### config.mk
export PLATFORM = sky130hd
export DESIGN_NAME = truth_table_sweep
export DESIGN_NICKNAME = d
export VERILOG_FILES = /design/src/rtl/truth_table_sweep.sv
export SDC_FILE = /design/constraint.sdc
export NUM_CORES = 1
export LEC_CHECK = 0
export ABC_AREA = 1
export BUFFER_PORTS_ARGS = -buffer_cell sky130_fd_sc_hd__buf_2
export CORE_ASPECT_RATIO = 0.5
export CORE_MARGIN = 2
export CORE_UTILIZATION = 38
export DETAILED_ROUTE_END_ITERATION = 8
export GPL_TIMING_DRIVEN = 1
export PLACE_DENSITY = 0.61
export REMOVE_ABC_BUFFERS = 1
export SLEW_MARGIN = 20
export SYNTH_ARGS = -nofsm -noshare
export SYNTH_HDL_FRONTEND = slang
export SYNTH_SLANG_ARGS = --single-unit
### constraint.sdc
create_clock -name clk_i -period 1.7 [get_ports clk_i]
set_input_delay 0.085 -clock clk_i [delete_from_list [all_inputs] [get_ports clk_i]]
set_output_delay 0.085 -clock clk_i [all_outputs]
set_load 0.005 [all_outputs]
### src/rtl/truth_table_sweep.sv
// truth_table_sweep
//
// Stimulus/capture stage for a 3-input combinational logic module. Walks the
// module inputs through codes 000..111, holds each code for Settle cycles,
// samples the module output on two consecutive cycles and assembles the
// measured 8-bit truth-table word (bit i = output for code i, code 000 -> bit 0).
// Codes whose two samples disagree are flagged in unstable_o.
//
// Ports:
//   clk_i        rising-edge clock
//   rst_ni       asynchronous active-low reset (synchronous release expected)
//   start_i      sweep request, accepted only while busy_o = 0
//   abort_i      synchronous cancel of a running sweep
//   dut_out_i    output of the logic module under test
//   in1_o..in3_o drive to the module, {in1_o, in2_o, in3_o} = current code
//   busy_o       sweep in progress
//   done_o       one-cycle pulse; table_out_o/unstable_o updated in this cycle
//   table_out_o  measured truth table of the last completed sweep
//   unstable_o   per-code flag: the two samples differed
//
// All outputs are decoded from registers only; dut_out_i and start_i never
// reach an output combinationally.

module truth_table_sweep #(
  // Cycles each code is held before the first sample; legal range 1..255.
  parameter int unsigned Settle = 4
) (
  input  logic       clk_i,
  input  logic       rst_ni,
  input  logic       start_i,
  input  logic       abort_i,
  input  logic       dut_out_i,
  output logic       in1_o,
  output logic       in2_o,
  output logic       in3_o,
  output logic       busy_o,
  output logic       done_o,
  output logic [7:0] table_out_o,
  output logic [7:0] unstable_o
);

  typedef enum logic [2:0] {
    StIdle,
    StHold,
    StSampleA,
    StSampleB,
    StDone
  } state_e;

  // Last value of the hold counter before moving on to the first sample.
  localparam logic [7:0] SettleLast = 8'(Settle - 1);

  state_e     state_q, state_d;
  logic [2:0] code_q, code_d;
  logic [7:0] cnt_q, cnt_d;
  logic       sample_a_q, sample_a_d;
  logic [7:0] shadow_tt_q, shadow_tt_d;
  logic [7:0] shadow_us_q, shadow_us_d;
  logic [7:0] table_q, table_d;
  logic [7:0] unstable_q, unstable_d;

  // Shadow words with the current code's second sample merged in. Used both
  // to update the shadows and, on the last code, to load the visible result
  // so that code 7's sample lands in the same edge that enters StDone.
  logic [7:0] tt_merged;
  logic [7:0] us_merged;

  always_comb begin
    tt_merged          = shadow_tt_q;
    us_merged          = shadow_us_q;
    tt_merged[code_q]  = dut_out_i;
    us_merged[code_q]  = dut_out_i ^ sample_a_q;
  end

  // Next-state logic.
  always_comb begin
    state_d     = state_q;
    code_d      = code_q;
    cnt_d       = cnt_q;
    sample_a_d  = sample_a_q;
    shadow_tt_d = shadow_tt_q;
    shadow_us_d = shadow_us_q;
    table_d     = table_q;
    unstable_d  = unstable_q;

    unique case (state_q)
      StIdle, StDone: begin
        // StDone always returns to idle, but a start seen there begins a new
        // sweep straight away.
        state_d = StIdle;
        if (start_i) begin
          state_d     = StHold;
          code_d      = 3'd0;
          cnt_d       = 8'd0;
          sample_a_d  = 1'b0;
          shadow_tt_d = 8'h00;
          shadow_us_d = 8'h00;
        end
      end

      StHold: begin
        if (abort_i) begin
          state_d = StIdle;
        end else if (cnt_q >= SettleLast) begin
          state_d = StSampleA;
          cnt_d   = 8'd0;
        end else if (cnt_q != 8'hFF) begin
          cnt_d = cnt_q + 8'd1;
        end
      end

      StSampleA: begin
        if (abort_i) begin
          state_d = StIdle;
        end else begin
          sample_a_d = dut_out_i;
          state_d    = StSampleB;
        end
      end

      StSampleB: begin
        if (abort_i) begin
          state_d = StIdle;
        end else begin
          shadow_tt_d = tt_merged;
          shadow_us_d = us_merged;
          if (code_q == 3'd7) begin
            state_d    = StDone;
            table_d    = tt_merged;
            unstable_d = us_merged;
          end else begin
            code_d  = code_q + 3'd1;
            cnt_d   = 8'd0;
            state_d = StHold;
          end
        end
      end

      default: state_d = StIdle;
    endcase

    // An aborted sweep leaves nothing behind except the last completed result.
    if (state_d == StIdle) begin
      code_d      = 3'd0;
      cnt_d       = 8'd0;
      sample_a_d  = 1'b0;
      shadow_tt_d = 8'h00;
      shadow_us_d = 8'h00;
    end
  end

  always_ff @(posedge clk_i or negedge rst_ni) begin
    if (!rst_ni) begin
      state_q     <= StIdle;
      code_q      <= 3'd0;
      cnt_q       <= 8'd0;
      sample_a_q  <= 1'b0;
      shadow_tt_q <= 8'h00;
      shadow_us_q <= 8'h00;
      table_q     <= 8'h00;
      unstable_q  <= 8'h00;
    end else begin
      state_q     <= state_d;
      code_q      <= code_d;
      cnt_q       <= cnt_d;
      sample_a_q  <= sample_a_d;
      shadow_tt_q <= shadow_tt_d;
      shadow_us_q <= shadow_us_d;
      table_q     <= table_d;
      unstable_q  <= unstable_d;
    end
  end

  // Output decode from registered state only.
  logic       running;
  logic [2:0] drive_code;

  always_comb begin
    running    = (state_q == StHold) || (state_q == StSampleA) || (state_q == StSampleB);
    drive_code = running ? code_q : 3'd0;
  end

  assign in1_o       = drive_code[2];
  assign in2_o       = drive_code[1];
  assign in3_o       = drive_code[0];
  assign busy_o      = running;
  assign done_o      = (state_q == StDone);
  assign table_out_o = table_q;
  assign unstable_o  = unstable_q;

endmodule

After elaboration in Yosys (flattened, before gate mapping)

Index checks and enable logic that the tools add are counted.

Register bits after elaboration: 47
Bits of input ports: 5
Output and inout bits: 21
Word-level logic and storage cells: 76

Add/subtract/negate cells: 2
Magnitude comparators: 3
Equality and inequality tests: 12
Multiplexer cells: 35
Bitwise gates (word level): 2
Reduce and logical (&&, ||, !) cells: 14

Operators by type and width:

| operator                                             | number |
|---|---|
| two-way mux 8 bit                                    | 11 |
| one-hot mux 8 bit (2 select lines)                   | 2 |
| two-way mux 3 bit                                    | 9 |
| one-hot mux 8 bit (3 select lines)                   | 1 |
| bitwise mux 8 bit                                    | 2 |
| != test 3 bit (second input constant)                | 5 |
| one-hot mux 3 bit (4 select lines)                   | 1 |
| AND reduction 3 bit                                  | 3 |
| adder 8 x 1 -> 8 bit (second input constant)         | 1 |
| >= comparator 8 x 2 -> 1 bit (second input constant) | 1 |
| != test 8 bit (second input constant)                | 1 |
| == test 3 x 2 -> 1 bit (second input constant)       | 2 |
| == test 3 bit (second input constant)                | 2 |
| zero test 3 bit                                      | 2 |
| one-hot mux 3 bit (2 select lines)                   | 1 |
| AND reduction 6 bit                                  | 1 |
| nonzero test 3 bit                                   | 2 |
| two-way mux 1 bit                                    | 5 |
| < comparator 3 x 4 -> 1 bit (second input constant)  | 1 |
| != test 4 bit (second input constant)                | 1 |
| AND reduction 4 bit                                  | 1 |
| nonzero test 4 bit                                   | 1 |
| adder 3 x 1 -> 3 bit (second input constant)         | 1 |
| demux 1 bit (select 3 bit)                           | 1 |
| other kinds (9)                                      | 10 |

Logic depth before layout (Yosys ltp)

Gate-level depths: netlist (run 1).

Depth in word-level cells: 8
Mapped depth: 13
Mapped depth without buffers: 12

Least setup slack after synthesis (run 1)

Ideal clock, no wire load.

Kind: register to register
Start: register code_q[0]
End: register shadow_tt_q[2]
Setup time: 64 ps
Arrival time: 1,537 ps
Required time: 1,636 ps
Slack: 99 ps
Cell stages (with the launch flop): 13
Path buffers: 1
Period minus slack after synthesis: 1,601 ps
Cells stage by stage: dfrtp_1 > ha_1 > ha_1 > inv_1 > nand2_2 > nand2_2 > nand2_4 > nand3_4 > nand2_4 > inv_6 > buf_12 > nand2_2 > nand2_2

Word-level cells in the longest chain between the ends: 8
Elaborated cells on any way between the ends: 18
Those cells by class: 2 x order compare; 3 x eq/ne; 9 x mux; 4 x reduce/logical

Ends and longest elaborated chain:

| element                                                                                                  | RTL line | RTL |
|---|---|---|
| start: declaration                                                                                       | 54       | `logic [2:0] code_q, code_d;` |
| start signal: assignment                                                                                 | 164      | `code_q <= code_d;` |
| < comparator 3 x 4 -> 1 bit (not written as such) / >= comparator 3 x 1 -> 1 bit (equally long branches) | 71       | `tt_merged[code_q] = dut_out_i;` |
| logical AND 1 bit (not written as such)                                                                  | 71       |  |
| two-way mux 1 bit (not written as such)                                                                  | 71       |  |
| demux 1 bit (select 3 bit)                                                                               | 71       |  |
| bitwise mux 8 bit                                                                                        | 71       |  |
| two-way mux 8 bit                                                                                        | 122      | `if (abort_i) begin` |
| one-hot mux 8 bit (2 select lines)                                                                       | 86       | `unique case (state_q)` |
| two-way mux 8 bit                                                                                        | 143      | `if (state_d == StIdle) begin` |
| end signal: assignment                                                                                   | 167      | `shadow_tt_q <= shadow_tt_d;` |
| end: declaration                                                                                         | 57       | `logic [7:0] shadow_tt_q, shadow_tt_d;` |

Parallel ways exist; a longest one is shown, timed or not. The select of a mux whose other input is x is not followed.
A chain may end at the register's enable or synchronous reset.

Worst setup path after layout (run 1)

Start: register code_q[1]
End: register sample_a_q

Word-level cells in the longest chain between the ends: 7
Elaborated cells on any way between the ends: 10
Those cells by class: 3 x eq/ne; 4 x mux; 3 x reduce/logical

Ends and longest elaborated chain:

| element                                                                     | RTL line | RTL |
|---|---|---|
| == test 3 bit *                                                             | 127      | `if (code_q == 3'd7) begin` |
| two-way mux 3 bit *                                                         | 127      |  |
| two-way mux 3 bit *                                                         | 122      |  |
| one-hot mux 3 bit (4 select lines) *                                        | 86       |  |
| zero test 3 bit *                                                           | 143      |  |
| != test 3 bit (no source line) / nonzero test 3 bit (equally long branches) | -        |  |
| AND reduction 3 bit (no source line)                                        | -        |  |
| end signal: assignment                                                      | 166      | `sample_a_q <= sample_a_d;` |
| end: declaration                                                            | 56       | `logic sample_a_q, sample_a_d;` |

Mark *: on every way between the ends. The rest lies on a longest branch, timed or not.

==> metrics.md, run 1 <==
| Metric | Value |
|---|---|
| Vias in the first global route | `1,783` |
| # setup viols final | `0` |
| Final Wtd Congestion | `~0.8` |
| Max Cap Violations | `0` |
| Post-synthesis simple-gate area fraction | `30.7%` |
| Antenna Nets Post-Route | `0` |
| Clk Latency, worst-skew pair | `0.29 ns` |
| Placed cell area | `2690 um^2` |
| Adder-Cell Fraction of Synth Area | `1.56%` |
| Post-synthesis mux area share | `2.49%` |
| Synth area leader | `dfrtp_1` |
| Final period utilization | `94.7%` |
| Area Overhead vs Synth | `21.4%` |
| Fill count | `just over 600` |
| Post-synthesis instance area | `around 2400 um^2` |
| TritonCTS Buffers | `5` |
| Core ar. | `~6100 um^2` |
| Top cell type's share of synthesized area | `48.8%` |
| Startpoint types | `flop` |
| Post-synthesis register bit count | `47` |
| LEAKAGE | `~0.0015 uW` |
| DR vias | `around 1,900` |
| Hpwl dp | `3.42 mm` |
| Fmax | `621 MHz` |
| Worst vdd ir | `374 uV` |
| Xor/xnor share of the synthesized area | `less than 1%` |
| CTS tree | `done` |
| Setup Skew | `about 0.005 ns` |
| Height of the die | `just over 60 um` |
| Pwr dens | `about 950 nW/um^2` |
| Largest net degree at the start of global routing | `29` |
| Final-stage net count | `about 330` |
| Min-delay worst type | `input port to flop` |
| Max H-tree Level | `2` |
| Crit Path Class | `flop to flop` |
| Main combinational cell family by area after synthesis | `simple AND/OR/NAND/NOR gates` |
| Via/cell ratio | `between 4 and 5` |
| Worst Max-Slew Pin Slew | `0.551 ns` |
| Compound-Gate Fraction of Synth Area | `approximately 8.5%` |
| Post-route minimum period | `1.61 ns` |
| WP data arrival | `1.82 ns` |
| Most frequent cells in the layout | `61 x nand2_1, 45 x dfrtp_1, 37 x nor2_1` |
| Sequential area share after synthesis | `about half` |
| Io pins | `26` |
| Fin area | `2930 um^2` |
| Hold Vio Cnt, Final | `0` |
| Global route overflow | `0` |
| Seq. cell area | `around 1200 um^2` |
| Diode count | `0` |
| # rows | `20` |
| CTS sink count | `47` |
| Root Buffer | `clkbuf_16` |
| Initial antenna violation count | `0` |
| Drt total wl | `5.00 mm` |
| Drt first pass iters | `4` |
| Worst slew margin | `63.3%` |
| Hold WS | `0.124 ns` |
| Global Route Usage Sum | `~16%` |
| Footprint of the multi-input gates | `approximately 1100 um^2` |
| Width of the die | `117 um` |
| DR iter-0 viols | `100` |
| Share of cells above drive strength 1 | `~30%` |
| First-pass GRT wire length | `8.51 mm` |
| Post-Syn Instances | `about 280` |
| Syn_area_per_cell | `8.49 um^2` |
| Number of buffers added on ports | `25` |
| Commonest non-fill, non-tap cell in the layout | `nand2_1` |
| CP required | `1.91 ns` |
| Top cells by area, synth | `dfrtp_1 49%, nand2_1 9.7%, nand2_2 6.5%, nor2_1 5.8%, o21ai_0 5.4%` |
| Final Util | `47.9%` |
| Initial Utilization | `39.5%` |
| Slew Viols, Final | `0` |
| Crit-path max FO | `11` |
| Netlist cell types | `30` |
| DRC | `0` |
| Yosys warns | `0` |
| Die ar. | `7030 um^2` |
| Max Root-Sink Buffers | `2` |
| WL/cell | `about 12 um` |
| Setup crit end kind | `flop` |
| Result of the run | `finished clean` |
| Clock transition at path regs | `around 0.070 ns` |
[synth_stat cells]
master     n
nor3_1     7
clkbuf_1   2
ha_1       3
dfrtp_1   47
o21ai_0   26
xnor2_1    1
inv_6      1
nor2_4     3
buf_12     1
a21oi_1    6
clkinv_2   1
a21oi_4    1
o22ai_1    2
nand3_4    1
nor2_1    37
nand4_4    1
nand2_4    2
o21ai_2    1
nand2_2   25
nand3_1    5
buf_2      4
nand2_1   62
nand4_1    4
inv_2      4
nand3_2    2
inv_1     24
mux2i_1    6
buf_4      2
a21boi_0   1
nor2_2     2
[registers in the layout, summed over array words and instances (netlist names)]
name	cells
shadow_us_q	8
state_q	3
table_out_o	8
unstable_o	8
sample_a_q	1
code_q	3
cnt_q	8
shadow_tt_q	8
[logic make-up after synthesis]
group	Yosys count
xor gates and xnor gates	1
DFF	47
AOI/OAI and AO/OA	37
buffers and inverters	39
muxes	6
and+or+nand+nor	151
adders and majority gates	3
[where the power goes]
group | switching [uW] | internal (uW) | leakage (uW) | total, uW
sequential | 24.7 | 1140 | 0.000650 | 1170
combinational | 304 | 177 | 0.000727 | 481
clock | 426 | 694 | 0.0000838 | 1120
[stage by stage]
| stage | std cells | total power, uW | setup WS, ns | TNS, ns |
|---|---|---|---|---|
| finish | 412 | 2770 | 0.0897 | 0 |
| global route | 412 | 2900 | -0.0135 | -0.0135 |
| detailed placement | 399 | 1610 | 0.0502 | 0 |
| global placement | 399 | 1600 | 0.108 | 0 |
| floorplan | 275 | 1470 | -0.215 | -3.06 |
| CTS | 408 | 2740 | 0.0406 | 0 |
[path summary, 6_finish.rpt]
kind / startpoint / end / slack [ns] / depth (start not counted)
hold / removal: start_i / state_q[0] / 0.12 / 3
setup / recovery: code_q[1] / sample_a_q / 0.09 / 9
min in group asynchronous: rst_ni / table_out_o[4] / 0.32 / 2
hold reg to reg: shadow_tt_q[5] / shadow_tt_q[5] / 0.47 / 2
max in group asynchronous: rst_ni / state_q[2] / 0.84 / 3
setup reg to reg: code_q[1] / sample_a_q / 0.09 / 9
[final cells by class]
type	count	area share [%]
sequential	47	40.3
multi-input combinational	198	36.5
timing repair buffer	41	9.58
clock buffer	5	4.28
inverter	30	4.15
tap	88	3.76
clock inverter	3	1.50
[critical path, stage by stage (launching register included)]
cell and delay (ns):
dfrtp_1 0.39, ha_1 0.19, ha_1 0.21, inv_1 0.09, nand2_2 0.06, nand2_2 0.07, nand2_4 0.07, nand4_4 0.09
buf_6 0.16, a21boi_0 0.19
[repair_timing]
| item | 4_1_cts | 5_1_grt |
|---|---|---|
| endpoints found under the hold margin | 22 | 0 |
| setup buffers | 0 | 4 |
| hold buffers | 1 | 0 |
| setup endpoints to repair | 0 | 21 |
| resized for setup | 0 | 9 |
[layer usage]
metal / up-vias / share of wire (%) / global-route usage (%)
met1: 900 / 49 / 21.2
met5: - / 0 / 0
met3: 5 / 2.5 / 3.65
met2: 16 / 47 / 26.2
met4: 0 / 1.1 / 5.55
li1: 979 / - / -
Power figures use the tool's default switching activity.
==> inputs of run 2 (changes only) <==
--- a/config.mk
+++ b/config.mk
@@ -12,9 +12,9 @@
 export CORE_UTILIZATION = 38
 export DETAILED_ROUTE_END_ITERATION = 8
 export GPL_TIMING_DRIVEN = 1
+export HOLD_SLACK_MARGIN = 0.15
 export PLACE_DENSITY = 0.61
 export REMOVE_ABC_BUFFERS = 1
-export SLEW_MARGIN = 20
 export SYNTH_ARGS = -nofsm -noshare
 export SYNTH_HDL_FRONTEND = slang
 export SYNTH_SLANG_ARGS = --single-unit
==> metrics.md, run 2 (synthesis gave the netlist of run 1 again) <==
| Metric | Value |
|---|---|
| CP max stage cell | `dfrtp_1` |
| Share of cells above drive strength 1 | `29.8% (-0.092 points)` |
| Setup crit end kind | `flop` |
| Diode count | `0 (unchanged)` |
| Post-route minimum period | `1.61 ns (+0.000137 ns)` |
| DR vias | `1,913 (+0.68%)` |
| Global route overflow | `0 (unchanged)` |
| Most frequent cells in the layout | `61 x nand2_1, 45 x dfrtp_1, 37 x nor2_1` |
| Slew Viols, Final | `0 (unchanged)` |
| Hpwl dp | `3.42 mm (unchanged)` |
| Number of buffers added on ports | `25 (unchanged)` |
| Fill count | `613 (-0.16%)` |
| DRC | `0 (unchanged)` |
| WP data arrival | `1.81 ns (about the same)` |
| Io pins | `26 (unchanged)` |
| Global Route Usage Sum | `16.0% (+0.022 points)` |
| Startpoint types | `flop` |
| Commonest non-fill, non-tap cell in the layout | `nand2_1` |
| Clk Latency, worst-skew pair | `0.29 ns (about the same)` |
| Drt first pass iters | `4 (unchanged)` |
| Reg2Reg Setup Slack | `0.09 ns (about the same)` |
| Root Buffer | `clkbuf_16` |
| Max Cap Violations | `0 (unchanged)` |
| Clock transition at path regs | `0.07 ns (about the same)` |
| Fin area | `2940 um^2 (+0.34%)` |
| Fmax | `621 MHz (about the same)` |
| Final-stage net count | `332 (+0.30%)` |
| Initial antenna violation count | `0 (unchanged)` |
| First-pass GRT wire length | `8.52 mm (+0.16%)` |
| # rows | `20 (unchanged)` |
| CTS sink count | `47 (unchanged)` |
| LEAKAGE | `0.00146 uW (+0.29%)` |
| Max Root-Sink Buffers | `2 (unchanged)` |
| Setup Skew | `0.00505 ns (-0.0000686 ns)` |
| Height of the die | `60.3 um (unchanged)` |
| Worst path max stage delay | `0.39 ns (about the same)` |
| CP cell instances | `ha_1 -> ha_1 -> inv_1 -> nand2_2 -> nand2_2 -> nand2_4 -> nand4_4 -> buf_6 -> a21boi_0` |
| Largest net degree at the start of global routing | `29 (unchanged)` |
| Area Overhead vs Synth | `21.9%` |
| Crit-path max FO | `11 (unchanged)` |
| Max H-tree Level | `2 (unchanged)` |
| TritonCTS Buffers | `5 (unchanged)` |
| Die ar. | `7030 um^2 (unchanged)` |
| DR iter-0 viols | `88 (-12%)` |
| Buf/Inv on CP | `2 (unchanged)` |
| Worst slew margin | `63.2% (about the same)` |
| Final period utilization | `94.7% (about the same)` |
| Crit path max-delay family | `adder cells` |
| Worst vdd ir | `374 uV (about the same)` |
| Placed cell area | `2690 um^2 (unchanged)` |
| Reg-to-Reg Start | `code_q[1]` |
| Final Wtd Congestion | `0.811 (unchanged)` |
| Via/cell ratio | `4.63 (+0.44%)` |
| Core ar. | `6110 um^2 (unchanged)` |
| Antenna Nets Post-Route | `0 (unchanged)` |
| CP required | `1.90 ns (about the same)` |
| Hold_sp | `dut_out_i` |
| Drt total wl | `5.01 mm (+0.26%)` |
| CTS tree | `done` |
| Worst Max-Slew Pin Slew | `0.552 ns (+0.000848 ns)` |
| Result of the run | `finished clean` |
| Crit Path Class | `flop to flop` |
| Pwr dens | `943 nW/um^2 (-0.31%)` |
| Hold Vio Cnt, Final | `0 (unchanged)` |
| WHS Endpoint | `sample_a_q` |
| Min-delay worst type | `input port to flop` |
| Width of the die | `117 um (unchanged)` |
| # setup viols final | `0 (unchanged)` |
| Worst r2r dst | `sample_a_q` |
| WL/cell | `12.1 um (about the same)` |
| Reg2Reg Depth | `9 (unchanged)` |
| Final Util | `48.1% (+0.16 points)` |
| Initial Utilization | `39.5% (unchanged)` |
| Min-Delay Path Depth | `3 (unchanged)` |
| Vias in the first global route | `1,786 (+0.17%)` |
-- run 2: changes by cell type in the layout (fill, tap and decap cells not counted) --
cell,before,now
dlygate4sd3_1,1,2
-- run 2: worst max-delay path by stage --
stage | cells past startpoint | from | end | slack, ns
final | 9 | code_q[1] | sample_a_q | 0.09
after global routing | 10 | cnt_q[0] | shadow_tt_q[0] | -0.01
after CTS | 8 | cnt_q[0] | sample_a_q | 0.04
after detailed placement | 9 | cnt_q[0] | shadow_tt_q[1] | 0.05
after global placement | 8 | cnt_q[0] | sample_a_q | 0.11
after floorplan | 6 | state_q[2] | sample_a_q | -0.21
-- run 2: area by class of cell --
| class | instances | area [um^2] | share of cell area (%) |
|---|---|---|---|
| clock inverters | 3 | 43.8 | 1.49 |
| multi-input cells | 198 | 1070 | 36.3 |
| clock buffers | 5 | 125 | 4.26 |
| flip-flops and latches | 47 | 1180 | 40.1 |
| well taps | 88 | 110 | 3.75 |
| inverters | 30 | 121 | 4.13 |
| repair buffers | 42 | 290 | 9.88 |
-- run 2: per-stage QoR --
| step | total power, uW | setup TNS, ns | hold WS [ns] | instances | worst slack, ns |
|---|---|---|---|---|---|
| 2_1_floorplan | 1470 | -3.06 | -0.211 | 275 | -0.215 |
| 3_3_place_gp | 1600 | 0 | 0.0908 | 399 | 0.108 |
| 3_5_place_dp | 1610 | 0 | 0.108 | 399 | 0.0502 |
| 4_1_cts | 2750 | 0 | 0.197 | 409 | 0.0406 |
| 5_1_grt | 2900 | -0.0135 | 0.222 | 413 | -0.0135 |
| 6_report | 2770 | 0 | 0.214 | 413 | 0.0896 |
-- run 2: timing repair --
item | in CTS | in global routing
hold endpoints to repair | 23 | 0
hold buffers | 2 | 0
gates resized for setup | 0 | 9
endpoints found under the setup margin | 0 | 21
setup buffers | 0 | 4
-- run 2: tightest hold or removal path, stage by stage --
cell	delay (ns)
buf_2	0.18
nand3_1	0.11
a21boi_0	0.08
-- run 2: metal layers --
layer / up-vias / routed length, um / global-route usage, %
met1: 902 / 2430 / 21.3
met4: 0 / 60 / 5.55
met5: - / 0 / 0
met3: 5 / 163 / 3.65
met2: 24 / 2350 / 26.2
li1: 982 / - / -
-- run 2: power by group --
part	total, uW	switching (uW)	internal (uW)
sequential	1170	24.7	1140
clock	1120	426	694
combinational	482	304	178
